$ cat config.mk
export PLATFORM = sky130hd
export DESIGN_NAME = muu_data_collapser
export DESIGN_NICKNAME = d
export VERILOG_FILES = /design/src/rtl/muu_collapser_pkg.sv /design/src/rtl/muu_collapser_outreg.sv /design/src/rtl/muu_data_collapser.sv
export SDC_FILE = /design/constraint.sdc
export NUM_CORES = 1
export LEC_CHECK = 0
export CAP_MARGIN = 20
export CORE_AREA = 2 2 416 418
export CTS_CLUSTER_DIAMETER = 100
export CTS_CLUSTER_SIZE = 12
export DETAILED_ROUTE_END_ITERATION = 8
export DIE_AREA = 0 0 418 420
export GPL_ROUTABILITY_DRIVEN = 0
export GPL_TIMING_DRIVEN = 0
export PLACE_DENSITY = 0.32
export REMOVE_ABC_BUFFERS = 1
export SETUP_SLACK_MARGIN = 0.15
export SYNTH_ARGS = -nofsm -noshare
export SYNTH_HDL_FRONTEND = slang
export SYNTH_HIERARCHICAL = 1
export SYNTH_SLANG_ARGS = --single-unit
$ cat constraint.sdc
create_clock -name clk -period 10.1 [get_ports clk]
set_clock_uncertainty 0.2 [all_clocks]
set_input_delay 1.01 -clock clk [delete_from_list [all_inputs] [get_ports clk]]
set_output_delay 1.01 -clock clk [all_outputs]
set_load 0.05 [all_outputs]
$ cat src/rtl/muu_collapser_pkg.sv
// Shared definitions for the data collapser: FSM states, counter width and
// the error-count saturation value.
package muu_collapser_pkg;

    localparam int COUNT_W = 8;
    localparam logic [COUNT_W-1:0] ERR_SAT = 8'd255;

    typedef enum logic [1:0] {
        IDLE,
        FIRST,
        CHECK,
        STATUS
    } state_t;

    // Increment that sticks at the saturation value instead of wrapping.
    function automatic logic [COUNT_W-1:0] sat_inc(input logic [COUNT_W-1:0] value);
        return (value == ERR_SAT) ? value : value + 1'b1;
    endfunction

endpackage

$ cat src/rtl/muu_collapser_outreg.sv
// Single-entry valid/ready register feeding the collapsed output stream.
// It accepts a new word whenever it is empty or its content is leaving
// on the same cycle, so a full-rate stream passes without bubbles.
module muu_collapser_outreg
    import muu_collapser_pkg::*;
#(
    parameter int WIDTH = 512
) (
    input  logic             clk,
    input  logic             rst,
    input  logic [WIDTH-1:0] in_data,
    input  logic             in_valid,
    output logic             in_ready,
    output logic [WIDTH-1:0] out_data,
    output logic             out_valid,
    input  logic             out_ready
);

    assign in_ready = !out_valid || out_ready;

    // Occupancy flag: set on a load, cleared when the word is taken and nothing replaces it.
    always_ff @(posedge clk) begin
        if (rst) begin
            out_valid <= 1'b0;
        end else if (in_valid && in_ready) begin
            out_valid <= 1'b1;
        end else if (out_ready) begin
            out_valid <= 1'b0;
        end
    end

    // Data capture; no reset needed because out_valid qualifies it.
    always_ff @(posedge clk) begin
        if (in_valid && in_ready) begin
            out_data <= in_data;
        end
    end

endmodule

$ cat src/rtl/muu_data_collapser.sv
// Collapses a stream made of `count` back-to-back copies of a `size`-word
// block into one copy of the block, and reports how many words of the
// later copies differed from the first one.
// Build option: define MUU_COLLAPSER_CHECK_EN to store the first copy and
// compare the repeats against it; without it the repeats are simply
// drained and the reported error count is always zero.
module muu_data_collapser
    import muu_collapser_pkg::*;
#(
    parameter int DATA_WIDTH = 512,
    parameter int DATA_DEPTH = 256
) (
    input  logic                  clk,
    input  logic                  rst,

    input  logic [DATA_WIDTH-1:0] s_axis_tdata,
    input  logic                  s_axis_tvalid,
    output logic                  s_axis_tready,

    input  logic [COUNT_W-1:0]    config_count,
    input  logic [COUNT_W-1:0]    config_size,
    input  logic                  config_valid,
    output logic                  config_ready,

    output logic [DATA_WIDTH-1:0] m_axis_tdata,
    output logic                  m_axis_tvalid,
    input  logic                  m_axis_tready,

    output logic [COUNT_W-1:0]    status_errcount,
    output logic                  status_valid,
    input  logic                  status_ready
);

    state_t             state;
    logic [COUNT_W-1:0] job_count;
    logic [COUNT_W-1:0] job_size;
    logic [COUNT_W-1:0] word_idx;
    logic [COUNT_W-1:0] rep_idx;
    logic [COUNT_W-1:0] errcount;

    logic fwd_ready;
    logic s_fire;
    logic last_word;
    logic last_rep;

    assign config_ready    = (state == IDLE) && !rst;
    assign s_axis_tready   = (state == FIRST) ? fwd_ready : (state == CHECK);
    assign status_valid    = (state == STATUS) && !m_axis_tvalid;
    assign status_errcount = errcount;

    assign s_fire    = s_axis_tvalid && s_axis_tready;
    assign last_word = (word_idx == job_size - 8'd1);
    assign last_rep  = (rep_idx == job_count - 8'd1);

    muu_collapser_outreg #(
        .WIDTH(DATA_WIDTH)
    ) u_outreg (
        .clk      (clk),
        .rst      (rst),
        .in_data  (s_axis_tdata),
        .in_valid ((state == FIRST) && s_axis_tvalid),
        .in_ready (fwd_ready),
        .out_data (m_axis_tdata),
        .out_valid(m_axis_tvalid),
        .out_ready(m_axis_tready)
    );

`ifdef MUU_COLLAPSER_CHECK_EN
    localparam int ADDR_W = $clog2(DATA_DEPTH);

    logic [DATA_WIDTH-1:0] ref_store [DATA_DEPTH];
    logic [DATA_WIDTH-1:0] ref_word;

    assign ref_word = ref_store[ADDR_W'(word_idx)];

    // Keep the first copy of the block so later copies can be compared word by word.
    always_ff @(posedge clk) begin
        if ((state == FIRST) && s_fire) begin
            ref_store[ADDR_W'(word_idx)] <= s_axis_tdata;
        end
    end
`endif

    // Job sequencing: latch the job, pass the first copy through, check the repeats, report.
    always_ff @(posedge clk) begin
        if (rst) begin
            state     <= IDLE;
            job_count <= '0;
            job_size  <= '0;
            word_idx  <= '0;
            rep_idx   <= '0;
            errcount  <= '0;
        end else begin
            case (state)
                IDLE: begin
                    if (config_valid && config_ready) begin
                        job_count <= config_count;
                        job_size  <= config_size;
                        word_idx  <= '0;
                        rep_idx   <= '0;
                        errcount  <= '0;
                        state     <= (config_count == 8'd0 || config_size == 8'd0) ? STATUS : FIRST;
                    end
                end
                FIRST: begin
                    if (s_fire) begin
                        if (last_word) begin
                            word_idx <= '0;
                            rep_idx  <= 8'd1;
                            state    <= (job_count > 8'd1) ? CHECK : STATUS;
                        end else begin
                            word_idx <= word_idx + 8'd1;
                        end
                    end
                end
                CHECK: begin
                    if (s_fire) begin
`ifdef MUU_COLLAPSER_CHECK_EN
                        if (s_axis_tdata != ref_word) begin
                            errcount <= sat_inc(errcount);
                        end
`endif
                        if (last_word) begin
                            word_idx <= '0;
                            if (last_rep) begin
                                state <= STATUS;
                            end else begin
                                rep_idx <= rep_idx + 8'd1;
                            end
                        end else begin
                            word_idx <= word_idx + 8'd1;
                        end
                    end
                end
                STATUS: begin
                    if (status_valid && status_ready) begin
                        state <= IDLE;
                    end
                end
                default: begin
                    state <= IDLE;
                end
            endcase
        end
    end

endmodule

# Word-level counts from Yosys, hierarchy flattened

Index checks and enable logic that the tools add are counted.
W data, S select, Z words.

Memories: 0
Bits in read-only memories: 0
Register bits: 547
Bits of input ports: 534
RAM bits: 0
Latch bits: 0

Shift-type cells: 0
Multiplexer cells: 23
Order comparisons: 1
Bitwise gates (word level): 0
$mul: 0
$add $sub $neg: 4
Eq/ne operators: 14
Div/mod/pow operators: 0
Reductions and logical operators: 22

Operators with widths:

| cell                  | number |
|---|---|
| $mux W8               | 8 |
| $pmux W8 S3           | 1 |
| $add A8 B1 Y8 const B | 2 |
| $eq A8 B8 Y1          | 2 |
| $logic_not A8 Y1      | 2 |
| $mux W2               | 8 |
| $pmux W8 S2           | 1 |
| $sub A8 B1 Y8 const B | 2 |
| $reduce_and A7 Y1     | 2 |
| $ne A2 B2 Y1 const B  | 6 |
| $gt A8 B1 Y1 const B  | 1 |
| $pmux W2 S4           | 1 |
| $logic_and A1 B1 Y1   | 7 |
| $ne A2 B1 Y1 const B  | 3 |
| $eq A2 B2 Y1 const B  | 2 |
| $mux W1               | 4 |
| $reduce_bool A2 Y1    | 2 |
| $reduce_and A3 Y1     | 1 |
| $reduce_bool A3 Y1    | 1 |
| $eq A2 B1 Y1 const B  | 1 |
| $logic_not A1 Y1      | 2 |
| $logic_not A2 Y1      | 1 |
| $logic_or A1 B1 Y1    | 2 |
| $reduce_and A2 Y1     | 1 |
| $reduce_or A2 Y1      | 1 |

# Longest topological paths before layout

Gate-level depths: netlist of run 1.

Word-level depth: 6
Depth in mapped cells: 11
Gate-level depth less buffers: 9

# Modules after synthesis

The synthesis of run 1 kept the hierarchy.

By module, submodules not included:

| module               | area an instance (µm²) | instances | cells an instance | sequential area each (µm²) |
|---|---|---|---|---|
| muu_collapser_outreg | 15,429.8               | 1         | 517               | 15,394.8 |
| muu_data_collapser   | 2,273.4                | 1         | 279               | 680.7 |

# Worst setup path after synthesis of run 1

No wires, ideal clock.

Kind: input to register
From: input port m_axis_tready
To: register u_outreg.out_data[0], enable pin
Arrival: 4.622 ns
Path buffers: 0
Data required time: 9.372 ns
Setup slack: 4.750 ns
Library setup time: 0.528 ns
Stages: 2
Cell sequence: nand2b_4 -> and2_4

Cells in the longest elaborated chain, start to end: 2

RTL lines:

| item                 | RTL line                   | text |
|---|---|---|
| from (decl)          | muu_data_collapser.sv:27   | `input logic m_axis_tready,` |
| $logic_or A1 B1 Y1   | muu_collapser_outreg.sv:19 | `assign in_ready = !out_valid \|\| out_ready;` |
| $logic_and A1 B1 Y1  | muu_collapser_outreg.sv:34 | `if (in_valid && in_ready) begin` |
| to (signal assigned) | muu_collapser_outreg.sv:35 | `out_data <= in_data;` |
| to (decl)            | muu_collapser_outreg.sv:14 | `output logic [WIDTH-1:0] out_data,` |

Every way passes these cells.
A chain may end at the register's enable or synchronous reset.

# Final worst setup path of run 1

From: input port rst
To: output port config_ready

Cells in the longest elaborated chain, start to end: 2

RTL lines:

| item                | RTL line                 | text |
|---|---|---|
| from (decl)         | muu_data_collapser.sv:14 | `input logic rst,` |
| $logic_not A1 Y1    | muu_data_collapser.sv:46 | `assign config_ready = (state == IDLE) && !rst;` |
| $logic_and A1 B1 Y1 | muu_data_collapser.sv:46 |  |
| to (decl)           | muu_data_collapser.sv:23 | `output logic config_ready,` |

Every way passes these cells.

==> impl_metrics.tcl, run 1 <==
set metrics [dict create \
    powerDensity_nw_per_um2 219 \
    dp_hpwl_um 85000 \
    vias_per_cell 2.91 \
    cap_violations 0 \
    path_class "in2out" \
    dieWidth_um 418 \
    firstDrtPassIters 6 \
    clkLatencyLatePin_ns 0.67 \
    yosysSeqAreaShare 0.908 \
    grt_antenna_before_repair 87 \
    cts.htree.levels 2 \
    synth_seq_cells 547 \
    synthTopCellsByCount "edfxtp_1 (512), nand2_1 (41), dfxtp_1 (35)" \
    numClockSinks 547 \
    post_drt_wl_per_cell_um 24.5 \
    cp_max_fo 19 \
    design_area_um2 32900 \
    fin_crit_ns 4.16 \
    coreArea_um2 171000 \
    synth_top_area_frac 0.868 \
    die_h_um 420 \
    setup_viol 0 \
    start_util 0.104 \
    grt_max_degree 72 \
    row_count 152 \
    post-cts-setup-buffers 0 \
    place_area_um2 31200 \
    hold_viol 0 \
    async_flop_share 0 \
    synth_most_common_cell "edfxtp_1" \
    synth_edf_count 512 \
    yosysTopAreaCell "edfxtp_1" \
    drc 0 \
    grt_pass1_vias 12700 \
    clk_pin_slew_worst_paths_ns 0.07 \
    clock.fmax_mhz 240 \
    drtAntennaViolNets 0 \
    yosys-top-cells-area "edfxtp_1 (87%), dfxtp_1 (4.0%), xnor2_1 (0.99%)" \
    hp-class "reg2reg" \
    arrival_ns 2.95 \
    cts-hold-fix-buffers 0 \
    rsz0062_at_grt "false" \
    grt.total_usage 0.110 \
    drt-total-wl_um 102000 \
    max-slew-margin-rel 0.375 \
    dieArea_um2 176000 \
    nFillCells 18300 \
    cts_resized 0 \
    layout.nets 2447 \
    synth_ff_type "edfxtp_1" \
    worst_pin_slew_ns 0.935 \
    start_kind "input port" \
    synthCells 796 \
    via_count 12100 \
    yosys_warnings 6 \
    status "complete, no violations" \
    tritoncts "yes" \
    vdd_drop_max_mv 0.0977 \
    grt_pass1_wl_um 128000 \
    grt-ovfl-total 0 \
    yosysUniqueCellTypes 56 \
    p_leak_nw 10.6 \
    finalCritPeriodShare 0.412 \
    final.setup.tns_ns 0 \
    ctsRootBufferMaster "clkbuf_16" \
    cts_buffers 57 \
    syn_avg_cell_area_um2 22.2 \
    crit_required_ns 8.89 \
    drt_iter0_markers 600 \
    cp-end-kind "output pin" \
    port_buffers 1049 \
    io_pins 1058 \
    drive_gt1_frac 0.0468 \
    cts_max_path_buffers 3 \
    area_growth_pct 85.9 \
    syn_area_um2 17700 \
    timing.final.max_slew_violations 0 \
]
-- path summary, 6_finish.rpt --
check	start	end	slack, ns	depth (start not counted)
max	rst	config_ready	5.94	3
min	job_count[7]$_SDFFE_PP0P_	job_count[7]$_SDFFE_PP0P_	0.30	2
max reg2reg	state[0]$_SDFFE_PP0P_	rep_idx[4]$_SDFFE_PP0P_	6.67	9
min reg2reg	job_count[7]$_SDFFE_PP0P_	job_count[7]$_SDFFE_PP0P_	0.30	2
-- cell families after synthesis --
kind of cell / after synthesis / share of synthesized area
AND/OR/NAND/NOR: 129 / 0.0386
other: 1 / 0.000212
flip-flops: 547 / 0.908
AO/OA/AOI/OAI: 46 / 0.0193
multiplexers: 3 / 0.00177
buffers and inverters: 31 / 0.00968
XOR/XNOR: 28 / 0.0146
adder cells (fa/ha/maj): 11 / 0.00777
-- critical path, cell delays in order --
cell	delay (ns)
clkdlybuf4s50_1	0.83
nor2_1	0.26
clkdlybuf4s50_1	0.85
-- metrics by stage --
stage               power, W  utilization  hold WS, ns  worst slack, ns  cells
floorplan            0.00422            -        0.260             4.75    784
global placement     0.00523        0.181        0.291             1.94   4066
detailed placement   0.00519        0.182        0.293             5.29   4076
CTS                  0.00741        0.192        0.303             5.89   4156
global route         0.00754        0.192        0.330             5.74   4159
finish               0.00720        0.193        0.299             5.94   4170
-- layout by cell type, fill, tap and decap left out, types with 4 or more instances in the layout --
| master | n |
|---|---|
| edfxtp_1 | 512 |
| dfxtp_1 | 35 |
| xor2_1 | 7 |
| a21oi_1 | 5 |
| and3_1 | 4 |
| nand2_1 | 41 |
| nor3b_1 | 10 |
| o21ai_0 | 10 |
| clkdlybuf4s50_1 | 1049 |
| xnor2_1 | 20 |
| nor4_1 | 4 |
| conb_1 | 8 |
| ha_1 | 11 |
| inv_1 | 12 |
| nand3_1 | 22 |
| diode_2 | 14 |
| buf_16 | 10 |
| clkbuf_1 | 7 |
| inv_6 | 4 |
| a32o_1 | 6 |
| nor3_1 | 7 |
| nor2_1 | 20 |
| o31ai_1 | 8 |
| clkbuf_16 | 59 |
-- layout make-up --
class                           instances  area [um^2]  area share
Inverter                               12         45.0     0.00137
Antenna cell                           14         35.0     0.00106
Timing Repair Buffer                 1059        10800       0.327
Multi-Input combinational cell        225         1480      0.0450
Clock buffer                           66         1500      0.0457
Clock inverter                         14          203     0.00616
Tap cell                             2233         2790      0.0849
Sequential cell                       547        16100       0.488
-- registers in the layout, indices dropped and copies added (netlist names) --
signal              count
job_count               8
rep_idx                 8
word_idx                8
u_outreg/out_data     512
state                   2
u_outreg/out_valid      1
job_size                8
-- power by group --
part / switching (W) / internal (W)
Sequential: 0.000109 / 0.00286
Combinational: 0.00143 / 0.000684
Clock: 0.000990 / 0.00113
Total: 0.00253 / 0.00468
-- layer usage --
layer | part of all wire | wire [um] | global-route usage
met1 | 0.35 | 35200 | 0.114
met2 | 0.53 | 53900 | 0.199
met3 | 0.098 | 10000 | 0.0478
met4 | 0.024 | 2470 | 0.0336
met5 | 0.0043 | 439 | 0
(Power assumes the default switching activity.)
==> inputs of run 2 (changes only) <==
clock period = 3.8 ns   (was 10.1 ns; I/O delays follow)
==> impl_metrics.tcl, run 2 (same netlist as run 1, synthesis figures left out) <==
set metrics [dict create \
    status "complete, no violations" \
    crit_family "buffers and inverters" \
    drive_gt1_frac 0.0395 \
    post_drt_wl_per_cell_um 22.5 \
    p_leak_nw 12.5 \
    worst_pin_slew_ns 0.957 \
    design_area_um2 37500 \
    firstDrtPassIters 4 \
    crit_chain "inv_1, ha_1, and2_2, and2_4, buf_16, buf_16, buf_16, buf_16" \
    cts_max_path_buffers 3 \
    path_class "reg2reg" \
    drt_iter0_markers 574 \
    path_buf_inv 5 \
    finalCritPeriodShare 0.853 \
    cp_max_fo 71 \
    drtAntennaViolNets 0 \
    rsz0062_at_grt "false" \
    cp-startpoint "state[1]$_SDFFE_PP0P_" \
    grt.total_usage 0.112 \
    place_area_um2 31200 \
    layout.nets 2905 \
    fin_util 0.219 \
    powerDensity_nw_per_um2 523 \
    setup_viol 0 \
    regToRegStartpoint "state[1]$_SDFFE_PP0P_" \
    dieArea_um2 176000 \
    tritoncts "yes" \
    clock.fmax_mhz 308 \
    port_buffers 1049 \
    vdd_drop_max_mv 0.258 \
    clkLatencyLatePin_ns 0.67 \
    critPathSlowestCell "dfxtp_1" \
    dp_hpwl_um 85000 \
    via_count 13900 \
    cap_violations 0 \
    dieWidth_um 418 \
    vias_per_cell 2.99 \
    slowest_delay_ns 0.36 \
    regMostFlops "u_outreg/out_data" \
    grt_pass1_vias 14800 \
    hp-start "s_axis_tdata[447]" \
    clk_pin_slew_worst_paths_ns 0.07 \
    numClockSinks 547 \
    row_count 152 \
    crit_required_ns 3.94 \
    max-slew-margin-rel 0.360 \
    die_h_um 420 \
    drc 0 \
    grt_pass1_wl_um 134000 \
    start_kind "flop" \
    area_growth_pct 112 \
    grt_antenna_before_repair 84 \
    cp-end-kind "flop" \
    grt-ovfl-total 0 \
    fin_crit_ns 3.24 \
    grt_max_degree 72 \
    hp-class "in2reg" \
    io_pins 1058 \
    start_util 0.104 \
    arrival_ns 3.38 \
    drt-total-wl_um 104000 \
    final_common_cell "clkdlybuf4s50_1" \
    largest_reg_flops 512 \
    hold_viol 0 \
    ctsRootBufferMaster "clkbuf_16" \
    cts_buffers 57 \
    worst_path_most_repeated_cell "buf_16" \
    power_w 0.0196 \
    final_cell_mix "clkdlybuf4s50_1 (1049), edfxtp_1 (512), dlygate4sd3_1 (456)" \
    timing.final.max_slew_violations 0 \
    coreArea_um2 171000 \
    cts.htree.levels 2 \
]
-- run 2: worst register-to-register path, stage by stage (launching register included) --
cell and delay [ns]:
dfxtp_1 0.36, inv_1 0.14, ha_1 0.28, and2_2 0.30, and2_4 0.21, buf_16 0.29
buf_16 0.37, buf_16 0.33, buf_16 0.35
-- run 2: power breakdown --
part / switching (W) / internal (W) / leakage [nW]
sequential: 0.000295 / 0.00760 / 4.96
clock: 0.00264 / 0.00301 / 0.835
combinational: 0.00394 / 0.00213 / 6.74
total: 0.00688 / 0.0127 / 12.5
-- run 2: cell type report --
cell class                      count  area, um^2
Tap cell                         2233        2790
Clock buffer                       66        1500
Antenna cell                       21        52.6
Multi-Input combinational cell    226        1490
Sequential cell                   547       16100
Fill cell                       18100      133000
Timing Repair Buffer             1516       15300
Clock inverter                     14         203
Inverter                           12        45.0
-- run 2: final timing paths --
path | to | slack, ns | cells after the start
max | u_outreg/out_data[2]$_DFFE_PP_ | 0.56 | 8
min | u_outreg/out_data[447]$_DFFE_PP_ | 0.09 | 1
max reg2reg | u_outreg/out_data[2]$_DFFE_PP_ | 0.56 | 8
min reg2reg | job_count[7]$_SDFFE_PP0P_ | 0.30 | 2
-- run 2: timing repair --
action / 4_1_cts / 5_1_grt
resized for setup: 0 / 2
hold buffers: 456 / 0
setup endpoints to repair: 0 / 52
hold endpoints to repair: 456 / 0
buffers inserted: 0 / 1
-- run 2: stage by stage --
| stage | hold slack (ns) | instances | setup TNS (ns) | worst slack [ns] |
|---|---|---|---|---|
| after floorplan | 0.242 | 784 | -611.78 | -1.19 |
| after global placement | 0.291 | 4066 | -1842.39 | -3.73 |
| after detailed placement | 0.293 | 4076 | -2.52 | -0.379 |
| after CTS | 0.000501 | 4612 | 0 | 0.285 |
| after global routing | 0.0230 | 4630 | 0 | 0.308 |
| final | 0.0897 | 4635 | 0 | 0.558 |
-- run 2: metal layers --
metal,vias up,GRT usage,part of all wire
li1,6243,-,-
met1,6778,0.125,0.38
met2,636,0.202,0.52
met3,162,0.0347,0.070
met4,56,0.0368,0.029
met5,-,0,0.0032
